## config.mk

```make
export PLATFORM = sky130hd
export DESIGN_NAME = ysyx_23060191_ifu
export DESIGN_NICKNAME = d
export VERILOG_FILES = /design/src/rtl/ysyx_23060191_ifu.sv
export SDC_FILE = /design/constraint.sdc
export NUM_CORES = 1
export LEC_CHECK = 0
export ABC_AREA = 1
export CORE_MARGIN = 4
export CORE_UTILIZATION = 35
export DETAILED_ROUTE_END_ITERATION = 10
export PLACE_DENSITY_LB_ADDON = 0.15
export RECOVER_POWER = 100
export SLEW_MARGIN = 40
export SYNTH_ARGS = -nofsm -noshare
export SYNTH_HDL_FRONTEND = slang
export SYNTH_SLANG_ARGS = --single-unit
export TNS_END_PERCENT = 5
```

## constraint.sdc

```tcl
create_clock -name clk -period 1.4 [get_ports clk]
set_clock_uncertainty 0.05 [all_clocks]
set_input_delay 0.28 -clock clk [delete_from_list [all_inputs] [get_ports clk]]
set_output_delay 0.28 -clock clk [all_outputs]
set_load 0.03 [all_outputs]
```

## src/rtl/ysyx_23060191_ifu.sv

```systemverilog
// ---------------------------------------------------------------------------
// ysyx_23060191_ifu -- instruction fetch unit
//
// Fetches one instruction at a time from instruction memory. At most one
// request is outstanding. The fetched word is held for decode until it is
// consumed. A redirect (jump/branch) moves the PC and discards any fetch
// that is in flight or held.
//
// Parameters
//   CPU_WIDTH  address / instruction width
//   RESET_PC   first fetch address after reset
//
// Ports
//   clk, rst                     clock, synchronous active-high reset
//   req_valid/req_addr/req_ready fetch request to instruction memory
//   rsp_valid/rsp_data           one response pulse per accepted request
//   inst_valid/inst/inst_pc      held instruction towards decode
//   inst_ready                   decode consumes the held instruction
//   redirect_valid/redirect_pc   PC change request
//   fetch_err                    misaligned redirect seen (optional)
//
// Build option
//   YSYX_23060191_IFU_ALIGN_CHECK_EN: a redirect to a non word-aligned
//   target locks the unit in an error state (fetch_err=1) until reset.
//   When undefined, fetch_err is absent and the two low target bits are
//   forced to zero.
// ---------------------------------------------------------------------------
module ysyx_23060191_ifu #(
  parameter int                   CPU_WIDTH = 32,
  parameter logic [CPU_WIDTH-1:0] RESET_PC  = CPU_WIDTH'(32'h8000_0000)
) (
  input  logic                 clk,
  input  logic                 rst,
  output logic                 req_valid,
  output logic [CPU_WIDTH-1:0] req_addr,
  input  logic                 req_ready,
  input  logic                 rsp_valid,
  input  logic [CPU_WIDTH-1:0] rsp_data,
  output logic                 inst_valid,
  output logic [CPU_WIDTH-1:0] inst,
  output logic [CPU_WIDTH-1:0] inst_pc,
  input  logic                 inst_ready,
  input  logic                 redirect_valid,
`ifdef YSYX_23060191_IFU_ALIGN_CHECK_EN
  output logic                 fetch_err,
`endif
  input  logic [CPU_WIDTH-1:0] redirect_pc
);

  typedef enum logic [2:0] {
    ST_REQ  = 3'd0,  // issue request for pc
    ST_WAIT = 3'd1,  // request accepted, waiting for the response
    ST_DROP = 3'd2,  // redirected while waiting: swallow the stale response
    ST_HOLD = 3'd3,  // instruction held for decode
    ST_ERR  = 3'd4   // misaligned redirect, locked until reset
  } state_e;

  state_e               state_r;
  state_e               state_nxt_s;
  logic [CPU_WIDTH-1:0] pc_r;
  logic [CPU_WIDTH-1:0] pc_nxt_s;
  logic [CPU_WIDTH-1:0] inst_r;
  logic [CPU_WIDTH-1:0] inst_pc_r;
  logic [CPU_WIDTH-1:0] redirect_tgt_s;
  logic                 capture_s;
  logic                 req_valid_s;
  logic                 inst_valid_s;
  logic                 misalign_s;

  // Word-aligned redirect target; low two bits cleared.
  assign redirect_tgt_s = redirect_pc & {{(CPU_WIDTH-2){1'b1}}, 2'b00};

`ifdef YSYX_23060191_IFU_ALIGN_CHECK_EN
  assign misalign_s = redirect_valid & (redirect_pc[1:0] != 2'b00);
  assign fetch_err  = (state_r == ST_ERR);
`else
  assign misalign_s = 1'b0;
`endif

  // Next-state, next-pc and handshake decode; redirect wins over everything.
  always_comb begin
    state_nxt_s  = state_r;
    pc_nxt_s     = pc_r;
    capture_s    = 1'b0;
    req_valid_s  = 1'b0;
    inst_valid_s = 1'b0;
    if (misalign_s && (state_r != ST_ERR)) begin
      state_nxt_s = ST_ERR;
    end else begin
      case (state_r)
        ST_REQ: begin
          if (redirect_valid) begin
            pc_nxt_s = redirect_tgt_s;
          end else begin
            req_valid_s = 1'b1;
            if (req_ready) begin
              state_nxt_s = ST_WAIT;
            end else begin
              state_nxt_s = ST_REQ;
            end
          end
        end
        ST_WAIT: begin
          if (redirect_valid) begin
            pc_nxt_s = redirect_tgt_s;
            // A response in the same cycle closes the transaction at once.
            state_nxt_s = rsp_valid ? ST_REQ : ST_DROP;
          end else if (rsp_valid) begin
            capture_s   = 1'b1;
            state_nxt_s = ST_HOLD;
          end else begin
            state_nxt_s = ST_WAIT;
          end
        end
        ST_DROP: begin
          if (redirect_valid) begin
            pc_nxt_s = redirect_tgt_s;
          end else begin
            pc_nxt_s = pc_r;
          end
          if (rsp_valid) begin
            state_nxt_s = ST_REQ;
          end else begin
            state_nxt_s = ST_DROP;
          end
        end
        ST_HOLD: begin
          if (redirect_valid) begin
            // inst_valid is withheld so decode cannot take the dead word.
            pc_nxt_s    = redirect_tgt_s;
            state_nxt_s = ST_REQ;
          end else begin
            inst_valid_s = 1'b1;
            if (inst_ready) begin
              pc_nxt_s    = pc_r + CPU_WIDTH'(4);
              state_nxt_s = ST_REQ;
            end else begin
              state_nxt_s = ST_HOLD;
            end
          end
        end
        ST_ERR: begin
          state_nxt_s = ST_ERR;
        end
        default: begin
          state_nxt_s = ST_REQ;
        end
      endcase
    end
  end

  // Handshake strobes are suppressed while reset is asserted.
  always_comb begin
    if (rst) begin
      req_valid  = 1'b0;
      inst_valid = 1'b0;
    end else begin
      req_valid  = req_valid_s;
      inst_valid = inst_valid_s;
    end
  end

  assign req_addr = pc_r;
  assign inst     = inst_r;
  assign inst_pc  = inst_pc_r;

  // State, pc and held-instruction registers.
  always_ff @(posedge clk) begin
    if (rst) begin
      state_r   <= ST_REQ;
      pc_r      <= RESET_PC;
      inst_r    <= '0;
      inst_pc_r <= '0;
    end else begin
      state_r <= state_nxt_s;
      pc_r    <= pc_nxt_s;
      if (capture_s) begin
        inst_r    <= rsp_data;
        inst_pc_r <= pc_r;
      end
    end
  end

endmodule

```

==> metrics.yaml, run 1 <==
run_status:
  outcome: "finished with violations"
  failed_checks: "negative setup slack"
clock_network:
  worst_skew_late_latency_ps: 340
  cts_max_path_buffers: 2
  cts_made_buffers: 9
  clock_tree.htree_level_count: 3
  clk_pin_slew_worst_paths_ps: 70
  tritoncts: "yes"
  clock-sinks: 95
  cts_root_buffer: "sky130_fd_sc_hd__clkbuf_16"
  cts.hold.buffers_added: 0
detailed_routing:
  detail_route.drc_violations: 0
  routed_via_density: 4.70
  postRouteAntennaNets: 0
  wl_per_cell_um: 13.7
  dr.pass1.iters: 5
  vias: 5190
  drt_iter0_markers: 256
  drt-total-wl_um: 15200
sta:
  worst_slack_ps: -195
  timing.final.hold_violations: 0
  max_clock_freq_mhz: 627
  report.final.slew_viol_count: 0
  timing.final.crit_share_pct: 114
  grt_setup_unrepaired: "true"
  finalCriticalPeriod_ps: 1590
  setup_viol: 80
yosys:
  yosys_most_used_dff: "sky130_fd_sc_hd__dfxtp_1"
  syn_inst: 698
  yosys.area_share.simple_pct: 24.0
  yosys.area.top_type_share_pct: 39.6
  syn_avg_cell_area_um2: 6.89
  synth.ff_latch_count: 95
  synthDominantAreaCellType: "sky130_fd_sc_hd__dfxtp_1"
  syn_area_um2: 4810
  part_of_the_yosys_area_used_for_sequential_elements_pct: 39.6
  muxShareOfSynthArea_pct: 0.208
  synth-adder-area-share_pct: 0.521
  most_numerous_cell_in_the_yosys_netlist: "sky130_fd_sc_hd__nand2_1"
  postSynth.asyncResetShare_pct: 0
  dominant_combinational_cell_family_by_area_after_synthesis: "simple AND/OR/NAND/NOR gates"
  post_synth_xor_area_fraction_pct: 0.729
  synth-warning-count: 0
  synth_enable_flop_cells: 0
  synth_cell_type_count: 40
  synth_top_cells_by_area: "sky130_fd_sc_hd__dfxtp_1, sky130_fd_sc_hd__nand2_1, sky130_fd_sc_hd__o21ai_0"
  synth_commonest_cells: "sky130_fd_sc_hd__nand2_1, sky130_fd_sc_hd__inv_1, sky130_fd_sc_hd__dfxtp_1, sky130_fd_sc_hd__o21ai_0, sky130_fd_sc_hd__a21oi_1"
  synth_compound_area_share_pct: 21.6
final_layout:
  drive_gt1_share_pct: 31.8
  multi_input_comb_area_um2: 2430
  postLayoutCoreUtil_pct: 57.1
  layoutNonFillerInstCount: 1104
  finalNetCount: 996
  area.sequential_um2: 1940
  n_fill_cell: 1251
  num_antenna_cells: 0
  synthToLayoutAreaGrowth_pct: 58.6
hold_path:
  worst_hold_path_type: "reg -> reg"
floorplan:
  die_x_um: 125
  number_of_i_o_pins: 168
  die-height_um: 125
  fp.dieArea_um2: 15700
  coreArea_um2: 13300
  floorplan.initialDensity_pct: 36.0
  num_rows: 42
setup_path:
  cpMostUsedCell: "sky130_fd_sc_hd__buf_4"
  critical-path-max-stage-delay_ps: 340
  worstSetupPathType: "reg -> out"
  cp_data_required_time_ps: 1070
  path_cells: "buf_4, inv_4, nand2_2, nor4_2, buf_4"
  timing.reg2reg.setup_slack_ps: -120
  critPathSlowestCell: "sky130_fd_sc_hd__dfxtp_2"
  worstSetupStartpointType: "register"
  worst-path-max-fanout: 3
  r2r_start: "state_r[2]$_SDFFE_PP0P_"
  critical_path.endpoint: "req_valid"
  worst_ep_arrival_ps: 1260
  worst-r2r-cell-count: 9
  crit_start: "state_r[0]$_SDFFE_PP0P_"
  critical_path.endpoint_type: "primary output"
  regToRegEndpoint: "req_addr[11]$_SDFFE_PP0P_"
placement:
  gp_congestion: 0.889
  place.detailed.instances: 1082
  place_worst_setup_slack_ps: -478
  place_hpwl_um: 11400
  portBuffers: 161
global_routing:
  grt_overflow: 0
  grt_use_met1_pct: 25.2
  number_of_global_route_vias_before_repair: 5036
  grt_util_met2_pct: 31.3
  grt_use_met3_pct: 3.33
  grt_usage_pct: 19.1
  grt_pass1_wl_um: 24800
  grt_most_used_layer: "met2"
  antenna_found_initial: 0
  grt_max_degree: 55
power:
  p_per_area_nw_per_um2: 876
  ir_drop_uv: 500
  p_seq_share_pct: 43.8
  clock_power_share_pct: 37.2
  switchingPower_mw: 1.83
  total_power_mw: 6.68
  power_frac_comb_pct: 19.0
  swShare_pct: 27.4
  power_report.internal_total_mw: 4.85
  p_leak_nw: 3.04
flow_run:
  maxCapViolations: 0
registers in the layout, summed over array words and instances, names as in the netlist:
| register | count |
|---|---|
| inst | 32 |
| inst_pc | 30 |
| req_addr | 30 |
| state_r | 3 |
cells in the final DEF (no fill, tap or decap), types with 2 or more instances in the layout:
cell | Yosys | layout
sky130_fd_sc_hd__a21oi_2 | 1 | 3
sky130_fd_sc_hd__nand2_1 | 136 | 128
sky130_fd_sc_hd__nand4_1 | 4 | 4
sky130_fd_sc_hd__nor2_4 | 10 | 14
sky130_fd_sc_hd__clkdlybuf4s50_1 | 0 | 66
sky130_fd_sc_hd__clkdlybuf4s15_1 | 0 | 3
sky130_fd_sc_hd__nand3_2 | 1 | 7
sky130_fd_sc_hd__o21bai_1 | 4 | 4
sky130_fd_sc_hd__dfxtp_4 | 0 | 3
sky130_fd_sc_hd__xnor2_1 | 3 | 3
sky130_fd_sc_hd__or2_4 | 0 | 2
sky130_fd_sc_hd__dfxtp_1 | 95 | 69
sky130_fd_sc_hd__nor3_1 | 3 | 3
sky130_fd_sc_hd__inv_1 | 105 | 102
sky130_fd_sc_hd__buf_6 | 7 | 7
sky130_fd_sc_hd__nand3_4 | 1 | 2
sky130_fd_sc_hd__or2_2 | 4 | 2
sky130_fd_sc_hd__inv_4 | 0 | 3
sky130_fd_sc_hd__clkbuf_16 | 0 | 9
sky130_fd_sc_hd__dfxtp_2 | 0 | 23
sky130_fd_sc_hd__clkbuf_2 | 0 | 30
sky130_fd_sc_hd__nand2_4 | 0 | 2
sky130_fd_sc_hd__nand3_1 | 32 | 25
sky130_fd_sc_hd__nor2_2 | 8 | 13
sky130_fd_sc_hd__inv_2 | 4 | 5
sky130_fd_sc_hd__nand2_2 | 13 | 19
sky130_fd_sc_hd__a21oi_1 | 88 | 86
sky130_fd_sc_hd__buf_12 | 0 | 18
sky130_fd_sc_hd__conb_1 | 1 | 4
sky130_fd_sc_hd__o21ai_1 | 1 | 4
sky130_fd_sc_hd__clkbuf_1 | 14 | 5
sky130_fd_sc_hd__buf_4 | 4 | 95
sky130_fd_sc_hd__nor2_1 | 35 | 26
sky130_fd_sc_hd__o21ai_0 | 92 | 89
sky130_fd_sc_hd__clkinv_2 | 0 | 3
sky130_fd_sc_hd__a31oi_1 | 4 | 4
sky130_fd_sc_hd__clkdlybuf4s15_2 | 0 | 24
worst min-delay path by stage:
| stage | startpoint | to | slack, ps | depth (start not counted) |
|---|---|---|---|---|
| 3_3_place_gp | inst[13]$_SDFFE_PP0P_ | inst[13]$_SDFFE_PP0P_ | 380 | 2 |
| 5_1_grt | inst_pc[29]$_SDFFE_PP0P_ | inst_pc[29]$_SDFFE_PP0P_ | 400 | 2 |
| 3_5_place_dp | inst_pc[26]$_SDFFE_PP0P_ | inst_pc[26]$_SDFFE_PP0P_ | 380 | 2 |
| 4_1_cts | inst_pc[26]$_SDFFE_PP0P_ | inst_pc[26]$_SDFFE_PP0P_ | 390 | 2 |
| 2_1_floorplan | redirect_pc[4] | req_addr[4]$_SDFFE_PP0P_ | 390 | 2 |
| 6_report | inst_pc[29]$_SDFFE_PP0P_ | inst_pc[29]$_SDFFE_PP0P_ | 390 | 2 |
kinds of logic after synthesis:
group | Yosys count
AOI/OAI and AO/OA | 197
xor gates and xnor gates | 4
adders and majority gates | 2
buffers and inverters | 149
DFF | 95
muxes | 1
other | 1
and+or+nand+nor | 249
critical path, delay by kind of cell (launching register included):
kind,cells,cell delay [ps]
buffers and inverters,3,390
flip-flops,1,340
AND/OR/NAND/NOR,2,200
metal layers:
metal  routed length (um)  part of all wire, %  vias to the layer above
met2                 7080                   47                      166
met3                  806                  5.3                       27
met1                 6920                   46                     2315
met4                  359                  2.4                        0
li1                     -                    -                     2682
met5                    0                    0                        -
timing repair:
item	4_1_cts	5_1_grt
resized for setup	173	73
pin swaps	5	14
setup buffers	2	5
setup endpoints to repair	151	121
endpoints found under the hold margin	0	0
cloned	0	0
power groups by stage:
stage | logic [mW] | clock network [mW] | registers, mW
2_1_floorplan | 0.364 | 0 | 3.19
3_3_place_gp | 1.26 | 0 | 2.97
3_5_place_dp | 1.28 | 0 | 2.97
4_1_cts | 1.28 | 2.55 | 2.92
5_1_grt | 1.38 | 2.67 | 2.94
6_report | 1.27 | 2.48 | 2.92
area by class of cell:
cell class / count / share of cell area (%)
Inverter: 111 / 5.58
Tap cell: 176 / 2.89
Sequential cell: 95 / 25.5
Clock buffer: 10 / 3.14
Clock inverter: 5 / 0.755
Multi-Input combinational cell: 457 / 31.9
Timing Repair Buffer: 250 / 30.2
stage by stage:
step           TNS [ps]  area, um2  hold WS [ps]
6_report          -4560       7620           391
5_1_grt          -12130       7620           404
3_3_place_gp     -33450       7220           380
3_5_place_dp     -35920       7220           383
2_1_floorplan     -3940       4820           390
4_1_cts           -3640       7650           393
(Power assumes the default switching activity.)
==> inputs of run 2 (changes only) <==
PLACE_DENSITY = 0.67   (was not set)
PLACE_DENSITY_LB_ADDON = not set   (was 0.15)
==> run 2 against run 1 <==
Sequential power is essentially flat. The run still ends with negative setup slack left. Register-to-register slack hardly changed. Routed wire length fell by 3.1%. Power up 0.80%. Critical endpoint is now inst_valid. Combinational power about the same. Via count shrank 2.9%. Maximum frequency shrank 1.2%. Cell count is 0.45% higher.
==> metrics.yaml, run 2 (synthesized netlist as in run 1, its figures left out) <==
run_status:
  outcome: "finished with violations"
  failed_checks: "negative setup slack"
sta:
  timing.final.crit_share_pct: 115
  finalCriticalPeriod_ps: 1610
  setup_viol: 65
  grt_setup_unrepaired: "true"
  max_clock_freq_mhz: 620
  report.final.slew_viol_count: 0
  timing.final.hold_violations: 0
  worst_slack_ps: -214
  setup-tns-final_ps: -2530
final_layout:
  postLayoutCoreUtil_pct: 56.8
  synthToLayoutAreaGrowth_pct: 57.7
  finalNetCount: 1000
  num_antenna_cells: 0
  final_design_area_no_fill_um2: 7580
  mostFrequentLayoutCell: "sky130_fd_sc_hd__nand2_1"
  layoutNonFillerInstCount: 1109
  n_fill_cell: 1319
  layout_common_cells: "sky130_fd_sc_hd__nand2_1, sky130_fd_sc_hd__inv_1, sky130_fd_sc_hd__buf_4, sky130_fd_sc_hd__o21ai_0, sky130_fd_sc_hd__a21oi_1"
  drive_gt1_share_pct: 29.9
  max_ffs_per_register: 32
detailed_routing:
  postRouteAntennaNets: 0
  wl_per_cell_um: 13.2
  dr.pass1.iters: 5
  drt_iter0_markers: 260
  vias: 5037
  detail_route.drc_violations: 0
  routed_via_density: 4.54
  drt-total-wl_um: 14700
setup_path:
  critical_path.endpoint: "inst_valid"
  path_cells: "buf_6, nand2_4, nor2_4, clkinv_4, nor2_4, buf_6"
  r2r_start: "req_addr[3]$_SDFFE_PP0P_"
  crit_start: "state_r[0]$_SDFFE_PP0P_"
  critPathSlowestCell: "sky130_fd_sc_hd__dfxtp_2"
  worst_ep_arrival_ps: 1280
  timing.reg2reg.setup_slack_ps: -110
  worst-path-max-fanout: 3
  worst-r2r-cell-count: 10
  worst_path_dominant_cell_family: "flip-flops"
  worstSetupPathType: "reg -> out"
  worstSetupStartpointType: "register"
  critical-path-max-stage-delay_ps: 350
  critical_path.endpoint_type: "primary output"
  regToRegEndpoint: "req_addr[15]$_SDFFE_PP0P_"
  timing.critical_path.buf_inv: 3
  cp_num_cells: 6
  cp_data_required_time_ps: 1070
flow_run:
  maxCapViolations: 0
clock_network:
  clock-sinks: 95
  tritoncts: "yes"
  cts_made_buffers: 9
  worst_skew_late_latency_ps: 360
  cts_root_buffer: "sky130_fd_sc_hd__clkbuf_16"
  cts.hold.buffers_added: 0
  cts_max_path_buffers: 2
  clk_pin_slew_worst_paths_ps: 70
  clock_tree.htree_level_count: 3
power:
  p_per_area_nw_per_um2: 888
  ir_drop_uv: 528
  p_leak_nw: 3.05
placement:
  gp_congestion: 0.884
  place_hpwl_um: 11200
  postPlaceCellArea_um2: 7220
  portBuffers: 161
  place.detailed.instances: 1084
  place_worst_setup_slack_ps: -425
floorplan:
  num_rows: 42
  die-height_um: 125
  number_of_i_o_pins: 168
  fp.dieArea_um2: 15700
  die_x_um: 125
  coreArea_um2: 13300
  floorplan.initialDensity_pct: 36.0
global_routing:
  grt_overflow: 0
  grt_pass1_wl_um: 23300
  grt_usage_pct: 18.3
  number_of_global_route_vias_before_repair: 4584
  grt_max_degree: 51
  antenna_found_initial: 0
hold_path:
  worst_hold_path_type: "reg -> reg"
  min_path_cells: 2
==> run 2: cell count changes in the layout (fill, tap and decap cells not counted), sizes merged <==
cell           delta
clkbuf            +4
clkdlybuf4s15     -4
buf               +2
clkinv            +2
dlymetal6s2s      +2
clkinvlp          +1
dlygate4sd2       -1
inv               -1
==> run 2: metrics by stage <==
| stage | power, mW | hold slack (ps) |
|---|---|---|
| after floorplan | 3.55 | 390 |
| after global placement | 4.23 | 379 |
| after detailed placement | 4.24 | 383 |
| after CTS | 6.82 | 394 |
| after global routing | 7.03 | 407 |
| final | 6.73 | 390 |
==> run 2: how the worst min path moves through the flow <==
stage | startpoint | end | slack [ps]
CTS | inst_pc[27]$_SDFFE_PP0P_ | inst_pc[27]$_SDFFE_PP0P_ | 390
global placement | inst[3]$_SDFFE_PP0P_ | inst[3]$_SDFFE_PP0P_ | 380
global route | inst[30]$_SDFFE_PP0P_ | inst[30]$_SDFFE_PP0P_ | 410
detailed placement | inst_pc[27]$_SDFFE_PP0P_ | inst_pc[27]$_SDFFE_PP0P_ | 380
finish | inst_pc[15]$_SDFFE_PP0P_ | inst_pc[15]$_SDFFE_PP0P_ | 390
floorplan | redirect_pc[4] | req_addr[4]$_SDFFE_PP0P_ | 390
==> run 2: layout make-up <==
type                       instances  area [um2]  area share [%]
clock buffer                       9         225            2.97
clock inverter                     7        81.3            1.07
inverter                         111         424            5.60
multi-input combinational        457        2410            31.7
sequential                        95        1940            25.6
tap                              176         220            2.91
timing repair buffer             254        2280            30.1
==> run 2: where the power goes <==
part           leakage (nW)  internal [mW]  switching (mW)
clock network         0.146           1.40            1.14
registers             0.783           2.82          0.0948
logic                  2.12          0.601           0.667
==> run 2: worst register-to-register path, stage by stage (launching register included) <==
cell and delay [ps]:
sky130_fd_sc_hd__dfxtp_4 370, sky130_fd_sc_hd__buf_6 100, sky130_fd_sc_hd__nand2_4 60, sky130_fd_sc_hd__nor2_4 200, sky130_fd_sc_hd__buf_4 160, sky130_fd_sc_hd__nand2_4 80, sky130_fd_sc_hd__nor2_4 120, sky130_fd_sc_hd__nand2_1 60
sky130_fd_sc_hd__nand3_1 90, sky130_fd_sc_hd__nand3_1 70, sky130_fd_sc_hd__a21oi_1 110
==> run 2: routing by layer <==
layer / track usage (%) / wire [um]
met5: 0 / 0
met4: 6.95 / 293
met3: 3.58 / 614
met2: 29.2 / 6720
met1: 24.5 / 7060
==> run 2: repair_timing <==
item / 4_1_cts / 5_1_grt
setup buffers: 3 / 6
resized for setup: 176 / 56
hold endpoints to repair: 0 / 0
setup endpoints to repair: 136 / 121
pin swaps: 7 / 7
